**config.mk**
```make
export PLATFORM = sky130hd
export DESIGN_NAME = uart_mmio
export DESIGN_NICKNAME = d
export VERILOG_FILES = /design/src/rtl/uart_pkg.sv /design/src/rtl/uart_fifo.sv /design/src/rtl/uart_mmio.sv
export SDC_FILE = /design/constraint.sdc
export NUM_CORES = 1
export LEC_CHECK = 0
export ABC_AREA = 1
export BUFFER_PORTS_ARGS = -buffer_cell sky130_fd_sc_hd__buf_2
export CAP_MARGIN = 0
export CORE_ASPECT_RATIO = 0.9
export CORE_UTILIZATION = 28
export CTS_BUF_LIST = sky130_fd_sc_hd__clkbuf_16
export DETAILED_ROUTE_END_ITERATION = 10
export PLACE_DENSITY_LB_ADDON = 0.08
export SKIP_LAST_GASP = 1
export SLEW_MARGIN = 20
export SYNTH_ARGS = -nofsm -noshare
export SYNTH_HDL_FRONTEND = slang
export SYNTH_SLANG_ARGS = --single-unit
```
**constraint.sdc**
```tcl
create_clock -name clk -period 3.9 [get_ports clk]
set_clock_uncertainty 0.1 [all_clocks]
set_input_delay 0.39 -clock clk [delete_from_list [all_inputs] [get_ports clk]]
set_output_delay 0.39 -clock clk [all_outputs]
set_load 0.005 [all_outputs]
```
**src/rtl/uart_pkg.sv**
```systemverilog
// Shared register map, STATUS/CTRL bit positions and FSM encodings for uart_mmio.
package uart_pkg;

  localparam logic [1:0] REG_DATA   = 2'd0;
  localparam logic [1:0] REG_STATUS = 2'd1;
  localparam logic [1:0] REG_CTRL   = 2'd2;
  localparam logic [1:0] REG_CLEAR  = 2'd3;

  localparam int ST_RX_NONEMPTY  = 0;
  localparam int ST_RX_FULL      = 1;
  localparam int ST_TX_EMPTY     = 2;
  localparam int ST_TX_FULL      = 3;
  localparam int ST_TX_BUSY      = 4;
  localparam int ST_OVERRUN      = 5;
  localparam int ST_PARITY_ERR   = 6;
  localparam int ST_FRAME_ERR    = 7;
  localparam int ST_RX_COUNT_LSB = 8;

  localparam int CT_PAR_EN    = 16;
  localparam int CT_PAR_ODD   = 17;
  localparam int CT_STOP2     = 18;
  localparam int CT_RX_IRQ_EN = 19;
  localparam int CT_TX_IRQ_EN = 20;
  localparam int CT_LOOPBACK  = 21;

  // 50 MHz / 9600 baud / 16 oversample, minus one.
  localparam int DIV_RESET_DEFAULT = 325;

  typedef enum logic [2:0] {TX_IDLE, TX_START, TX_DATA, TX_PARITY, TX_STOP} tx_state_t;
  typedef enum logic [2:0] {RX_IDLE, RX_START, RX_DATA, RX_PARITY, RX_STOP} rx_state_t;

endpackage

```
**src/rtl/uart_fifo.sv**
```systemverilog
// Power-of-two synchronous FIFO; a pop frees a slot for a same-cycle push when full.
module uart_fifo #(
  parameter int DEPTH = 8,
  parameter int W     = 8
) (
  input  logic                     clk,
  input  logic                     reset,
  input  logic                     push,
  input  logic [W-1:0]             push_data,
  input  logic                     pop,
  output logic [W-1:0]             head,
  output logic                     full,
  output logic                     empty,
  output logic [$clog2(DEPTH):0]   count
);

  localparam int AW = $clog2(DEPTH);

  logic [W-1:0]  mem [DEPTH];
  logic [AW-1:0] wr_ptr;
  logic [AW-1:0] rd_ptr;
  logic          do_push;
  logic          do_pop;

  assign empty   = (count == '0);
  assign full    = (count == (AW+1)'(DEPTH));
  assign do_pop  = pop & ~empty;
  assign do_push = push & (~full | do_pop);
  assign head    = mem[rd_ptr];

  always_ff @(posedge clk) begin
    if (do_push) mem[wr_ptr] <= push_data;
  end

  always_ff @(posedge clk) begin
    if (reset) begin
      wr_ptr <= '0;
      rd_ptr <= '0;
      count  <= '0;
    end else begin
      if (do_push) wr_ptr <= wr_ptr + 1'b1;
      if (do_pop)  rd_ptr <= rd_ptr + 1'b1;
      case ({do_push, do_pop})
        2'b10:   count <= count + 1'b1;
        2'b01:   count <= count - 1'b1;
        default: count <= count;
      endcase
    end
  end

endmodule

```
**src/rtl/uart_mmio.sv**
```systemverilog
// Memory-mapped UART: programmable baud, parity/stop options, RX/TX FIFOs, sticky errors, level irq.
// Define UART_LOOPBACK_EN to make CTRL[21] route TX back into RX internally.
module uart_mmio
  import uart_pkg::*;
#(
  parameter int RX_DEPTH   = 8,
  parameter int TX_DEPTH   = 8,
  parameter int OVERSAMPLE = 16,
  parameter int DIV_W      = 16,
  parameter int DIV_RESET  = DIV_RESET_DEFAULT
) (
  input  logic        clk,
  input  logic        reset,
  input  logic [15:0] address,
  input  logic [31:0] w_data,
  input  logic        we,
  input  logic        re,
  output logic [31:0] r_data,
  input  logic        i_Rx,
  output logic        o_Tx,
  output logic        irq
);

  localparam int OS_W = $clog2(OVERSAMPLE);
  localparam logic [OS_W-1:0] OS_LAST = OS_W'(OVERSAMPLE - 1);
  localparam logic [OS_W-1:0] OS_MID  = OS_W'(OVERSAMPLE / 2 - 1);

  logic [1:0] reg_sel;
  logic       wr_data, wr_ctrl, wr_clear, rx_pop;
  assign reg_sel  = address[3:2];
  assign wr_data  = we && reg_sel == REG_DATA;
  assign wr_ctrl  = we && reg_sel == REG_CTRL;
  assign wr_clear = we && reg_sel == REG_CLEAR;
  assign rx_pop   = re && reg_sel == REG_DATA;

  logic unused_bits;
  assign unused_bits = ^{address[15:4], address[1:0], w_data};

  logic [DIV_W-1:0] divisor;
  logic par_en, par_odd, stop2, rx_irq_en, tx_irq_en, loopback;

  always_ff @(posedge clk) begin
    if (reset) begin
      divisor   <= DIV_W'(DIV_RESET);
      par_en    <= 1'b0;
      par_odd   <= 1'b0;
      stop2     <= 1'b0;
      rx_irq_en <= 1'b0;
      tx_irq_en <= 1'b0;
    end else if (wr_ctrl) begin
      divisor   <= w_data[DIV_W-1:0];
      par_en    <= w_data[CT_PAR_EN];
      par_odd   <= w_data[CT_PAR_ODD];
      stop2     <= w_data[CT_STOP2];
      rx_irq_en <= w_data[CT_RX_IRQ_EN];
      tx_irq_en <= w_data[CT_TX_IRQ_EN];
    end
  end

  logic tx_line, rx_in;
`ifdef UART_LOOPBACK_EN
  always_ff @(posedge clk) begin
    if (reset)        loopback <= 1'b0;
    else if (wr_ctrl) loopback <= w_data[CT_LOOPBACK];
  end
  assign o_Tx  = tx_line | loopback;
  assign rx_in = loopback ? tx_line : i_Rx;
`else
  assign loopback = 1'b0;
  assign o_Tx     = tx_line;
  assign rx_in    = i_Rx;
`endif

  // Free-running baud counter; a CTRL write restarts it so the new divisor takes effect cleanly.
  logic [DIV_W-1:0] baud_cnt;
  logic             tick;
  assign tick = (baud_cnt == divisor);
  always_ff @(posedge clk) begin
    if (reset || wr_ctrl) baud_cnt <= '0;
    else if (tick)        baud_cnt <= '0;
    else                  baud_cnt <= baud_cnt + 1'b1;
  end

  logic [7:0] tx_head, rx_head, rx_shift;
  logic tx_full, tx_empty, rx_full, rx_empty, tx_pop, rx_push;
  logic [$clog2(TX_DEPTH):0] tx_count;
  logic [$clog2(RX_DEPTH):0] rx_count;

  uart_fifo #(.DEPTH(TX_DEPTH), .W(8)) u_tx_fifo (
    .clk(clk), .reset(reset), .push(wr_data), .push_data(w_data[7:0]), .pop(tx_pop),
    .head(tx_head), .full(tx_full), .empty(tx_empty), .count(tx_count)
  );

  uart_fifo #(.DEPTH(RX_DEPTH), .W(8)) u_rx_fifo (
    .clk(clk), .reset(reset), .push(rx_push), .push_data(rx_shift), .pop(rx_pop),
    .head(rx_head), .full(rx_full), .empty(rx_empty), .count(rx_count)
  );

  tx_state_t       tx_state;
  logic [OS_W-1:0] tx_os;
  logic [2:0]      tx_bit;
  logic [7:0]      tx_shift;
  logic            tx_par, tx_second, tx_bit_done;

  assign tx_bit_done = tick && tx_os == OS_LAST;

  // The FIFO is popped on the same cycle the next START begins, so frames can run back to back.
  always_comb begin
    tx_pop = 1'b0;
    if (!tx_empty) begin
      if (tx_state == TX_IDLE) tx_pop = 1'b1;
      else if (tx_state == TX_STOP && tx_bit_done && (tx_second || !stop2)) tx_pop = 1'b1;
    end
  end

  always_ff @(posedge clk) begin
    if (reset) begin
      tx_state  <= TX_IDLE;
      tx_os     <= '0;
      tx_bit    <= '0;
      tx_shift  <= '0;
      tx_par    <= 1'b0;
      tx_second <= 1'b0;
      tx_line   <= 1'b1;
    end else begin
      if (tx_state != TX_IDLE && tick) tx_os <= tx_bit_done ? '0 : tx_os + 1'b1;
      case (tx_state)
        TX_IDLE: if (tx_pop) begin
          tx_state <= TX_START;
          tx_line  <= 1'b0;
          tx_shift <= tx_head;
          tx_par   <= ^tx_head ^ par_odd;
          tx_os    <= '0;
        end
        TX_START: if (tx_bit_done) begin
          tx_state <= TX_DATA;
          tx_line  <= tx_shift[0];
          tx_bit   <= '0;
        end
        TX_DATA: if (tx_bit_done) begin
          if (tx_bit == 3'd7) begin
            tx_state  <= par_en ? TX_PARITY : TX_STOP;
            tx_line   <= par_en ? tx_par : 1'b1;
            tx_second <= 1'b0;
          end else begin
            tx_shift <= {1'b0, tx_shift[7:1]};
            tx_line  <= tx_shift[1];
            tx_bit   <= tx_bit + 1'b1;
          end
        end
        TX_PARITY: if (tx_bit_done) begin
          tx_state  <= TX_STOP;
          tx_line   <= 1'b1;
          tx_second <= 1'b0;
        end
        TX_STOP: if (tx_bit_done) begin
          if (stop2 && !tx_second) begin
            tx_second <= 1'b1;
          end else if (tx_pop) begin
            tx_state <= TX_START;
            tx_line  <= 1'b0;
            tx_shift <= tx_head;
            tx_par   <= ^tx_head ^ par_odd;
          end else begin
            tx_state <= TX_IDLE;
          end
        end
        default: tx_state <= TX_IDLE;
      endcase
    end
  end

  logic [1:0]      rx_sync;
  logic            rx_s, rx_prev, rx_sample, rx_par_bad, rx_frame_bad;
  rx_state_t       rx_state;
  logic [OS_W-1:0] rx_os;
  logic [2:0]      rx_bit;

  assign rx_s         = rx_sync[1];
  assign rx_sample    = tick && rx_os == ((rx_state == RX_START) ? OS_MID : OS_LAST);
  assign rx_push      = rx_state == RX_STOP && rx_sample;
  assign rx_par_bad   = rx_state == RX_PARITY && rx_sample && (rx_s != (^rx_shift ^ par_odd));
  assign rx_frame_bad = rx_push && !rx_s;

  always_ff @(posedge clk) begin
    if (reset) begin
      rx_sync  <= 2'b11;
      rx_prev  <= 1'b1;
      rx_state <= RX_IDLE;
      rx_os    <= '0;
      rx_bit   <= '0;
      rx_shift <= '0;
    end else begin
      rx_sync <= {rx_sync[0], rx_in};
      rx_prev <= rx_s;
      if (rx_state != RX_IDLE && tick) rx_os <= rx_sample ? '0 : rx_os + 1'b1;
      case (rx_state)
        RX_IDLE: if (rx_prev && !rx_s) begin
          rx_state <= RX_START;
          rx_os    <= '0;
        end
        RX_START: if (rx_sample) begin
          rx_state <= rx_s ? RX_IDLE : RX_DATA;
          rx_bit   <= '0;
        end
        RX_DATA: if (rx_sample) begin
          rx_shift <= {rx_s, rx_shift[7:1]};
          rx_bit   <= rx_bit + 1'b1;
          if (rx_bit == 3'd7) rx_state <= par_en ? RX_PARITY : RX_STOP;
        end
        RX_PARITY: if (rx_sample) rx_state <= RX_STOP;
        RX_STOP:   if (rx_sample) rx_state <= RX_IDLE;
        default:   rx_state <= RX_IDLE;
      endcase
    end
  end

  logic overrun, parity_err, frame_err, overrun_set;
  assign overrun_set = rx_push && rx_full && !(rx_pop && !rx_empty);

  // Setting wins over a same-cycle CLEAR so no error event is ever lost.
  always_ff @(posedge clk) begin
    if (reset) begin
      overrun    <= 1'b0;
      parity_err <= 1'b0;
      frame_err  <= 1'b0;
      irq        <= 1'b0;
    end else begin
      if (wr_clear && w_data[ST_OVERRUN])    overrun    <= 1'b0;
      if (wr_clear && w_data[ST_PARITY_ERR]) parity_err <= 1'b0;
      if (wr_clear && w_data[ST_FRAME_ERR])  frame_err  <= 1'b0;
      if (overrun_set)  overrun    <= 1'b1;
      if (rx_par_bad)   parity_err <= 1'b1;
      if (rx_frame_bad) frame_err  <= 1'b1;
      irq <= (rx_irq_en & ~rx_empty) | (tx_irq_en & tx_empty) | overrun | parity_err | frame_err;
    end
  end

  always_comb begin
    r_data = '0;
    case (reg_sel)
      REG_DATA: if (!rx_empty) r_data[7:0] = rx_head;
      REG_STATUS: begin
        r_data[ST_RX_NONEMPTY]        = ~rx_empty;
        r_data[ST_RX_FULL]            = rx_full;
        r_data[ST_TX_EMPTY]           = tx_empty;
        r_data[ST_TX_FULL]            = tx_full;
        r_data[ST_TX_BUSY]            = tx_state != TX_IDLE;
        r_data[ST_OVERRUN]            = overrun;
        r_data[ST_PARITY_ERR]         = parity_err;
        r_data[ST_FRAME_ERR]          = frame_err;
        r_data[ST_RX_COUNT_LSB +: 8]  = 8'(rx_count);
      end
      REG_CTRL: begin
        r_data[DIV_W-1:0]    = divisor;
        r_data[CT_PAR_EN]    = par_en;
        r_data[CT_PAR_ODD]   = par_odd;
        r_data[CT_STOP2]     = stop2;
        r_data[CT_RX_IRQ_EN] = rx_irq_en;
        r_data[CT_TX_IRQ_EN] = tx_irq_en;
        r_data[CT_LOOPBACK]  = loopback;
      end
      default: r_data = '0;
    endcase
  end

endmodule

```
# Yosys cells after proc, flatten, opt, wreduce, memory -nomap -nowiden

Memory sizes are Yosys's and may differ from the RTL's. A register that Yosys moved wholly into a read port is not among the register bits.
Cells that the tools add are included.

Flip-flop bits (word level): 103
Memory bits (writable): 128
Input bits: 53
Word-level logic and storage cells: 241
Memories: 2

Add/sub/neg operators: 13
Equality and inequality tests: 38
Mux-type cells: 81
Bitwise operators: 18
Reduce and logical (&&, ||, !) cells: 59

Memory list:

| name          | depth | bits a word | rd ports | clocked after memory_dff | wr ports | RTL line        | source |
|---|---|---|---|---|---|---|---|
| u_rx_fifo.mem | 8     | 8           | 1        | 1                        | 1        | uart_fifo.sv:19 | `logic [W-1:0] mem [DEPTH];` |
| u_tx_fifo.mem | 8     | 8           | 1        | 1                        | 1        | uart_fifo.sv:19 |  |

Operators by type and width:

| operator                | number |
|---|---|
| $mux W3                 | 22 |
| $mux W8                 | 6 |
| $pmux W8 S3             | 2 |
| $mux W4                 | 9 |
| $mux W1                 | 30 |
| $pmux W3 S5             | 2 |
| $ne A2 B2 Y1 const B    | 13 |
| $logic_and A1 B1 Y1     | 22 |
| $add A3 B1 Y3 const B   | 6 |
| $reduce_and A6 Y1       | 3 |
| $add A16 B1 Y16 const B | 1 |
| $add A4 B1 Y4 const B   | 4 |
| $eq A16 B16 Y1          | 1 |
| $pmux W4 S2             | 2 |
| $pmux W8 S2             | 1 |
| $reduce_bool A2 Y1      | 8 |
| $reduce_xor A8 Y1       | 2 |
| $eq A3 B2 Y1 const B    | 4 |
| $eq A3 B3 Y1 const B    | 4 |
| $eq A4 B4 Y1 const B    | 3 |
| $pmux W3 S2             | 2 |
| $reduce_bool A3 Y1      | 4 |
| $eq A2 B2 Y1 const B    | 4 |
| $logic_not A4 Y1        | 2 |
| 26 further kinds        | 52 |

# Logic depth before layout (Yosys ltp)

Gate-level depths: netlist of run 1.

Word-level depth: 12
Depth in mapped cells: 21
Gate-level depth less buffers: 21

# Hierarchy

Synthesis of run 1 repeated with hierarchy kept, for this count alone.

Cells, all modules: 1,211
Area, all modules: 11,030.6 µm²

By module, submodules not included:

| module                | times used | cells an instance | area an instance (µm²) | sequential area each (µm²) |
|---|---|---|---|---|
| uart_mmio             | 1          | 692               | 4,631.9                | 1,661.6 |
| uart_fifo (u_rx_fifo) | 1          | 260               | 3,204.3                | 2,182.1 |
| uart_fifo (u_tx_fifo) | 1          | 259               | 3,194.3                | 2,182.1 |

# Least setup slack after synthesis of run 1

OpenSTA, ideal clock, no wires.

Kind: flip-flop to flip-flop
From: reg tx_os[0]
To: reg u_tx_fifo.count[3]
Setup time: 0.119 ns
Data arrival time: 2.488 ns
Required time: 3.681 ns
Setup slack: 1.193 ns
Stages on the path, launching flop included: 18
Path buffers: 0
Period minus slack after synthesis: 2.707 ns
Cells stage by stage: dfxtp_1 > ha_1 > inv_1 > nor3_1 > nand3_2 > nand2_1 > nand3_2 > inv_1 > ha_1 > ha_1 > nand2_1 > nor2_1 > a211oi_1 > nor2_1 > nor2_1 > nand2_1 > o21ai_0 > a21oi_1

Cells in the longest elaborated chain, start to end: 12

RTL lines:

| item                                              | RTL line         | source |
|---|---|---|
| start: declaration                                | uart_mmio.sv:100 | `logic [OS_W-1:0] tx_os;` |
| start signal: assignment                          | uart_mmio.sv:126 | `if (tx_state != TX_IDLE && tick) tx_os <= tx_bit_done ? '0 : tx_os + 1'b1;` |
| $eq A4 B4 Y1 (*)                                  | uart_mmio.sv:105 | `assign tx_bit_done = tick && tx_os == OS_LAST;` |
| $logic_and A1 B1 Y1 (*)                           | uart_mmio.sv:105 |  |
| $logic_and A1 B1 Y1 (*) (2 in series)             | uart_mmio.sv:112 | `else if (tx_state == TX_STOP && tx_bit_done && (tx_second \|\| !stop2)) tx_pop = 1'b1;` |
| $mux W1 (*)                                       | uart_mmio.sv:112 |  |
| $mux W1 (*)                                       | uart_mmio.sv:111 | `if (tx_state == TX_IDLE) tx_pop = 1'b1;` |
| $mux W1 (*)                                       | uart_mmio.sv:110 | `if (!tx_empty) begin` |
| $and A1 B1 Y1 (*)                                 | uart_fifo.sv:27  | `assign do_pop = pop & ~empty;` |
| named net u_tx_fifo.do_pop                        | uart_fifo.sv:23  | `logic do_pop;` |
| $or A1 B1 Y1                                      | uart_fifo.sv:28  | `assign do_push = push & (~full \| do_pop);` |
| $and A1 B1 Y1                                     | uart_fifo.sv:28  |  |
| $eq A2 B1 Y1 or $eq A2 B2 Y1 (tied branches)      | uart_fifo.sv:43  | `case ({do_push, do_pop})` |
| $pmux W4 S2 or $reduce_bool A2 Y1 (tied branches) | --               |  |
| end signal: assignment                            | uart_fifo.sv:44  | `2'b10: count <= count + 1'b1;` |
| end signal: assignment                            | uart_fifo.sv:45  | `2'b01: count <= count - 1'b1;` |
| end signal: assignment                            | uart_fifo.sv:46  | `default: count <= count;` |
| end: declaration                                  | uart_fifo.sv:14  | `output logic [$clog2(DEPTH):0] count` |

Mark *: on every way through the listed nets, which the timed path passes. The rest lies on a longest branch.
A chain may end at the register's enable or synchronous reset.

# Worst setup path in the final report of run 1

From: reg tx_os[0]
To: reg u_tx_fifo.count[3]

Cells in the longest elaborated chain, start to end: 12

RTL lines:

| item                                              | RTL line |
|---|---|
| $eq A4 B4 Y1 (*)                                  | uart_mmio.sv:105 |
| $logic_and A1 B1 Y1 (*)                           | uart_mmio.sv:105 |
| $logic_and A1 B1 Y1 (*) (2 in series)             | uart_mmio.sv:112 |
| $mux W1 (*)                                       | uart_mmio.sv:112 |
| $mux W1 (*)                                       | uart_mmio.sv:111 |
| $mux W1 (*)                                       | uart_mmio.sv:110 |
| $and A1 B1 Y1 (*)                                 | uart_fifo.sv:27 |
| $or A1 B1 Y1                                      | uart_fifo.sv:28 |
| $and A1 B1 Y1                                     | uart_fifo.sv:28 |
| $eq A2 B1 Y1 or $eq A2 B2 Y1 (tied branches)      | uart_fifo.sv:43 |
| $pmux W4 S2 or $reduce_bool A2 Y1 (tied branches) | -- |

Mark *: on every way between the ends. The rest lies on a longest branch, timed or not.

==> results.ini, run 1 <==
[place]
port_buffers = 50
dp_hpwl_um = 20700
gp_congestion = 0.774

[timing]
relSlewSlack_pct = 43.4
min_period_over_period_pct = 86.6
fmax_mhz = 296
hold_violations = 0
slew_violations = 0
grt_setup_unrepaired = false
min_period_ns = 3.38
tns_ns = 0
tightest_slew_ns = 0.847
final-setup-viol-count = 0

[logic_synthesis]
netlist_instances = 1283
synth_compound_area_share_pct = 9.93
syn_area_um2 = 11100
synth_xor_area_share_pct = 2.21
ys_warn_count = 0
synth.distinct_cells = 45
synth.area.top_cells = edfxtp_1 (35%), dfxtp_1 (20%), nand2_1 (11%), inv_1 (5.2%), nor2_1 (4.2%)
synth_mux_area_share_pct = 1.17
synth_fa_ha_area_share_pct = 2.84
syn_area_per_cell_um2 = 8.64
ys_seq_area_share_pct = 54.4
synth-simple-area-share_pct = 21.7
synth_top_family_by_area = simple AND/OR/NAND/NOR gates
ys_ff_latch = 237
yosys.area.top_type = edfxtp_1
synth_top_area_share_pct = 34.7

[floorplanning]
initial_core_util_pct = 28.6
rows = 68
core_area_um2 = 38700
die_area_um2 = 40400
dieHeight_um = 191
io-pin-count = 87
dieWidth_um = 212

[global_routing]
grt_max_degree = 35
grt_pass1_vias = 8144
antenna_found_initial = 1
grt_pass1_wl_um = 47000
grt_use_total_pct = 15.2
grt_remaining_overflow = 0

[worst_setup_path]
worstPathArrival_ns = 3.72
cp-start-kind = flop
end_kind = flop
critPathTopFamily = simple AND/OR/NAND/NOR gates
crit_fanout = 6
crit_buf_inv = 1
crit_chain = ha_1 > inv_1 > nor3_1 > nand3_2 > nand2_1 > nand2_1 > nand2_1 > nand2_2 > ha_1 > ha_1 > nand2_1 > nor2_1 > a211oi_1 > nor2_1 > nor2_1 > nand2_1 > o21ai_0 > a21oi_1
slowest_stage = nor3_1
path_class = reg2reg
worstPathRequired_ns = 4.25
slowest_delay_ns = 0.44
cp_common_cell = nand2_1

[clock_tree]
numClockSinks = 237
cts_buffers = 28
cts_hold_buf = 12
clk_latency_ns = 0.56
root_buffer = clkbuf_16
cts_tree = built
cts-resized-gates = 0
post-cts-setup-buffers = 0
path_clk_slew_ns = 0.06
cts_htree_levels = 1
clk_path_buf_depth = 3

[power]
p_int_mw = 4.52
switching_share_pct = 32.5
pwr-share-comb_pct = 23.0
cellPowerDensity_nw_per_um2 = 518
power_frac_clock_pct = 34.7
leakage_nw = 5.53
vdd_ir_drop_max_mv = 0.254
p_switching_mw = 2.18
power.share.sequential_pct = 42.2

[flow_run]
max-cap-violations = 0

[drt]
drtIter0Drc = 466
num_vias = 8540
post_drt_wl_per_cell_um = 15.7
ant_nets = 0
drt_wl_total_um = 30100
first_pass_iters = 5
drc_errors = 0
vias_per_cell = 4.47

[finish]
nets = 1439
area_growth_pct = 16.7
post-route-util_pct = 33.4
drive_gt1_share_pct = 10.2

[min_path]
holdCritPathClass = in2reg

[run_status]
status = complete, no violations

-- flip-flops by register name, summed over array words and instances (netlist names), 4 cells and up, named ones only --
signal,count
u_rx_fifo.count,4
u_tx_fifo.count,4
rx_os,4
rx_shift,8
u_rx_fifo.mem,64
tx_shift,8
tx_os,4
u_tx_fifo.mem,64
divisor,16
baud_cnt,16
-- synth_stat cells --
| cell | n |
|---|---|
| nand2_1 | 311 |
| inv_1 | 154 |
| edfxtp_1 | 128 |
| nor2_1 | 124 |
| dfxtp_1 | 109 |
| nand3_1 | 84 |
| o21ai_0 | 76 |
| a21oi_1 | 73 |
| clkbuf_1 | 27 |
| ha_1 | 22 |
| nor3_1 | 21 |
| xor2_1 | 16 |
| mux2i_1 | 13 |
| o221ai_1 | 13 |
| buf_2 | 12 |
| buf_4 | 12 |
| xnor2_1 | 12 |
| a31oi_1 | 9 |
| a211oi_1 | 6 |
| nor3b_1 | 6 |
| nand4_1 | 5 |
| nor4_1 | 5 |
| o22ai_1 | 5 |
| inv_2 | 4 |
| nand2_2 | 4 |
| o211ai_1 | 4 |
| or2_2 | 4 |
| a21oi_2 | 2 |
| buf_1 | 2 |
| fa_1 | 2 |
| nand2_4 | 2 |
| nand3_2 | 2 |
| nor2_2 | 2 |
| a21o_2 | 1 |
| a22oi_1 | 1 |
| a32o_1 | 1 |
| and3_1 | 1 |
| clkinv_1 | 1 |
| conb_1 | 1 |
| nor2_8 | 1 |
| o211a_1 | 1 |
| o31ai_1 | 1 |
| o32ai_1 | 1 |
| o41ai_1 | 1 |
| or2_4 | 1 |
-- path summary, 6_finish.rpt --
path,from,end,slack (ns),cells after the start
max,tx_os[0],u_tx_fifo.count[3],0.52,18
min,w_data[17],par_odd,0.04,3
max reg2reg,tx_os[0],u_tx_fifo.count[3],0.52,18
min reg2reg,rx_sync[0],rx_sync[1],0.31,1
-- layout by cell type (no fill, tap or decap), types with 2 or more instances in the layout --
master / n
buf_4: 30
xnor2_1: 12
ha_1: 22
nor4_1: 5
nand2_2: 4
o21ai_0: 76
a211oi_1: 6
inv_1: 163
conb_1: 11
xor2_1: 16
or2_2: 4
o221ai_1: 13
nand3_2: 2
a31oi_1: 9
inv_2: 6
a21oi_1: 73
nor3_1: 21
nand3_1: 84
edfxtp_1: 128
clkinv_2: 6
nand4_1: 5
nor3b_1: 6
nor2_1: 124
dlygate4sd3_1: 12
o22ai_1: 5
clkbuf_16: 28
clkinv_1: 7
buf_2: 50
o211ai_1: 4
mux2i_1: 13
diode_2: 2
a21oi_2: 2
nand2_1: 311
fa_1: 2
dfxtp_1: 108
nor2_2: 2
nand2_4: 2
-- power by group through the flow --
stage | combinational (mW) | clock [mW] | sequential, mW
after floorplan | 1.11 | 0 | 2.86
after global placement | 1.53 | 0 | 2.88
after detailed placement | 1.53 | 0 | 2.88
after CTS | 1.55 | 2.42 | 2.83
after global routing | 1.78 | 2.52 | 2.84
final | 1.54 | 2.33 | 2.83
-- kinds of logic after synthesis --
family	after synthesis
and+or+nand+nor	573
buffers and inverters	212
adders and majority gates	24
muxes	13
xor gates and xnor gates	28
other	1
DFF	237
AOI/OAI and AO/OA	195
-- cell type report --
class                           count  area, µm²
Fill cell                        4080      25800
Multi-Input combinational cell    844       4240
Clock buffer                       28        701
Inverter                          159        597
Timing Repair Buffer               92        596
Sequential cell                   237       6030
Clock inverter                     24        110
Antenna cell                        2       5.00
Tap cell                          525        657
-- metal layers --
| layer | global-route usage, % | vias up | wire (µm) |
|---|---|---|---|
| met5 | 0 | - | 0 |
| met4 | 3.32 | 0 | 495 |
| met3 | 2.72 | 33 | 1330 |
| met2 | 23.1 | 161 | 12600 |
| met1 | 22.4 | 3965 | 15600 |
| li1 | - | 4381 | - |
-- worst min-delay path: stages --
cell and delay, ns:
buf_2 0.07, o21ai_0 0.07, a21oi_1 0.11
-- per-stage QoR --
stage	power, mW	std cells	setup WS, ns	hold WS [ns]	cell area, µm²
global route	7.14	1909	0.262	0.0222	12900
floorplan	3.96	1293	1.19	0.289	11100
finish	6.69	1911	0.522	0.0409	12900
detailed placement	4.41	1845	0.547	0.302	12000
CTS	6.79	1909	0.525	0.0124	12900
global placement	4.41	1845	0.518	0.299	12000
No activity file was read; power rests on OpenSTA's default activity.
==> inputs of run 2 (changes only) <==
Settings changed: CORE_UTILIZATION 28 to 40.
==> run 2 against run 1 <==
Effect of this change: wire length shrank 8.0%; worst setup slack gained 0.12 ns; critical path type unchanged; combinational power shrank 4%; critical path depth grew 1; maximum frequency grew 3.7%; hold slack lost 0.020 ns; die area shrank 30%.
==> results.ini, run 2 (synthesis results as in run 1) <==
[run_status]
status = complete, no violations

[drt]
drtIter0Drc = 632
ant_nets = 0
drt_wl_total_um = 27700
drc_errors = 0
first_pass_iters = 5
num_vias = 8539
vias_per_cell = 4.94
post_drt_wl_per_cell_um = 16.0

[clock_tree]
clk_latency_ns = 0.53
cts_htree_levels = 1
numClockSinks = 237
post-cts-setup-buffers = 0
clk_path_buf_depth = 3
cts-resized-gates = 0
cts_tree = built
path_clk_slew_ns = 0.06
root_buffer = clkbuf_16
cts_buffers = 27

[global_routing]
grt_use_total_pct = 19.8
grt_pass1_vias = 7785
grt_max_degree = 35
antenna_found_initial = 0
grt_pass1_wl_um = 43500
grt_remaining_overflow = 0

[floorplanning]
dieWidth_um = 177
io-pin-count = 87
core_area_um2 = 27100
die_area_um2 = 28400
initial_core_util_pct = 40.9
dieHeight_um = 160
rows = 57

[place]
port_buffers = 50
dp_hpwl_um = 19000
gp_congestion = 0.810
dp_worst_setup_slack_ns = 0.652
dpl.cell_count = 1676
place_area_um2 = 11800

[timing]
fmax_mhz = 307
relSlewSlack_pct = 46.8
grt_setup_unrepaired = false
hold_violations = 0
slew_violations = 0
final-setup-viol-count = 0
hold_ws_ns = 0.0205
fin_ws_ns = 0.643
tightest_slew_ns = 0.795
tns_ns = 0
min_period_ns = 3.26
min_period_over_period_pct = 83.5

[finish]
design_area_um2 = 12800
final_cell_mix = nand2_1 (311), inv_1 (154), edfxtp_1 (128), nor2_1 (124), dfxtp_1 (109)
final_common_cell = nand2_1
drive_gt1_share_pct = 11.0
seq_area_um2 = 6030
fin_cells = 1730
n_antenna_cell = 0
nets = 1432
area_growth_pct = 15.6
top_regs = u_rx_fifo.mem (64), u_tx_fifo.mem (64)
n_fill_cell = 2640
multi_input_area_um2 = 4240

[power]
cellPowerDensity_nw_per_um2 = 552
leakage_nw = 5.54
vdd_ir_drop_max_mv = 0.284

[worst_setup_path]
worstPathArrival_ns = 3.58
rr_startpoint = baud_cnt[14]
crit_buf_inv = 1
worstPathRequired_ns = 4.22
cp_common_cell = nor2_1
cp-start-kind = flop
path_class = reg2reg
crit_fanout = 8
slowest_delay_ns = 0.35
startpoint = baud_cnt[14]
crit_chain = xor2_1 > nor2_1 > nand2_1 > nor2_1 > nand2_2 > inv_2 > nand2_4 > nor2_8 > nand2_4 > ha_1 > ha_1 > nand2_1 > nor2_1 > a211oi_1 > nor2_1 > nor2_1 > nand2_1 > o21ai_0 > a21oi_1
critPathTopFamily = simple AND/OR/NAND/NOR gates
r2r_slack_ns = 0.64
slowest_stage = dfxtp_1
end_kind = flop

[min_path]
holdCritPathClass = in2reg
hp-start = w_data[15]

[flow_run]
max-cap-violations = 0

-- run 2: report_power, final --
group	internal [mW]	total, mW	switching (mW)
Clock	1.73	2.76	1.03
Sequential	2.74	2.83	0.0840
Combinational	0.474	1.48	1.01
-- run 2: per-stage QoR --
stage | total power [mW] | util [%]
finish | 7.07 | 47.3
detailed placement | 4.35 | 43.5
floorplan | 3.96 | -
global route | 7.46 | 47.3
CTS | 7.13 | 47.3
global placement | 4.34 | 43.5
-- run 2: tightest hold or removal path, delay by kind of cell --
| family | cells | cell delay (ns) |
|---|---|---|
| and+or+nand+nor | 1 | 0.08 |
| AOI/OAI and AO/OA | 1 | 0.07 |
| buffers and inverters | 1 | 0.07 |
-- run 2: layer usage --
layer | vias up | track usage [%] | routed length, µm
met1 | 3928 | 30.9 | 14200
met4 | 0 | 5.05 | 644
met3 | 41 | 2.45 | 1230
met5 | - | 0 | 0
met2 | 199 | 28.7 | 11600
li1 | 4371 | - | -
-- run 2: path summary, 6_finish.rpt --
kind / end / cells past startpoint
min reg2reg: rx_sync[1] / 1
min: divisor[15] / 3
max: u_rx_fifo.count[3] / 19
max reg2reg: u_rx_fifo.count[3] / 19
-- run 2: layout make-up --
cell class | count | share of cell area, %
Sequential cell | 237 | 47.0
Multi-Input combinational cell | 844 | 33.1
Clock buffer | 27 | 5.27
Inverter | 159 | 4.66
Timing Repair Buffer | 86 | 4.14
Tap cell | 354 | 3.46
Clock inverter | 23 | 2.32
-- run 2: repair_timing --
| action | 4_1_cts | 5_1_grt |
|---|---|---|
| endpoints found under the hold margin | 4 | 0 |
| endpoints found under the setup margin | 0 | 0 |
| hold buffers | 4 | 0 |
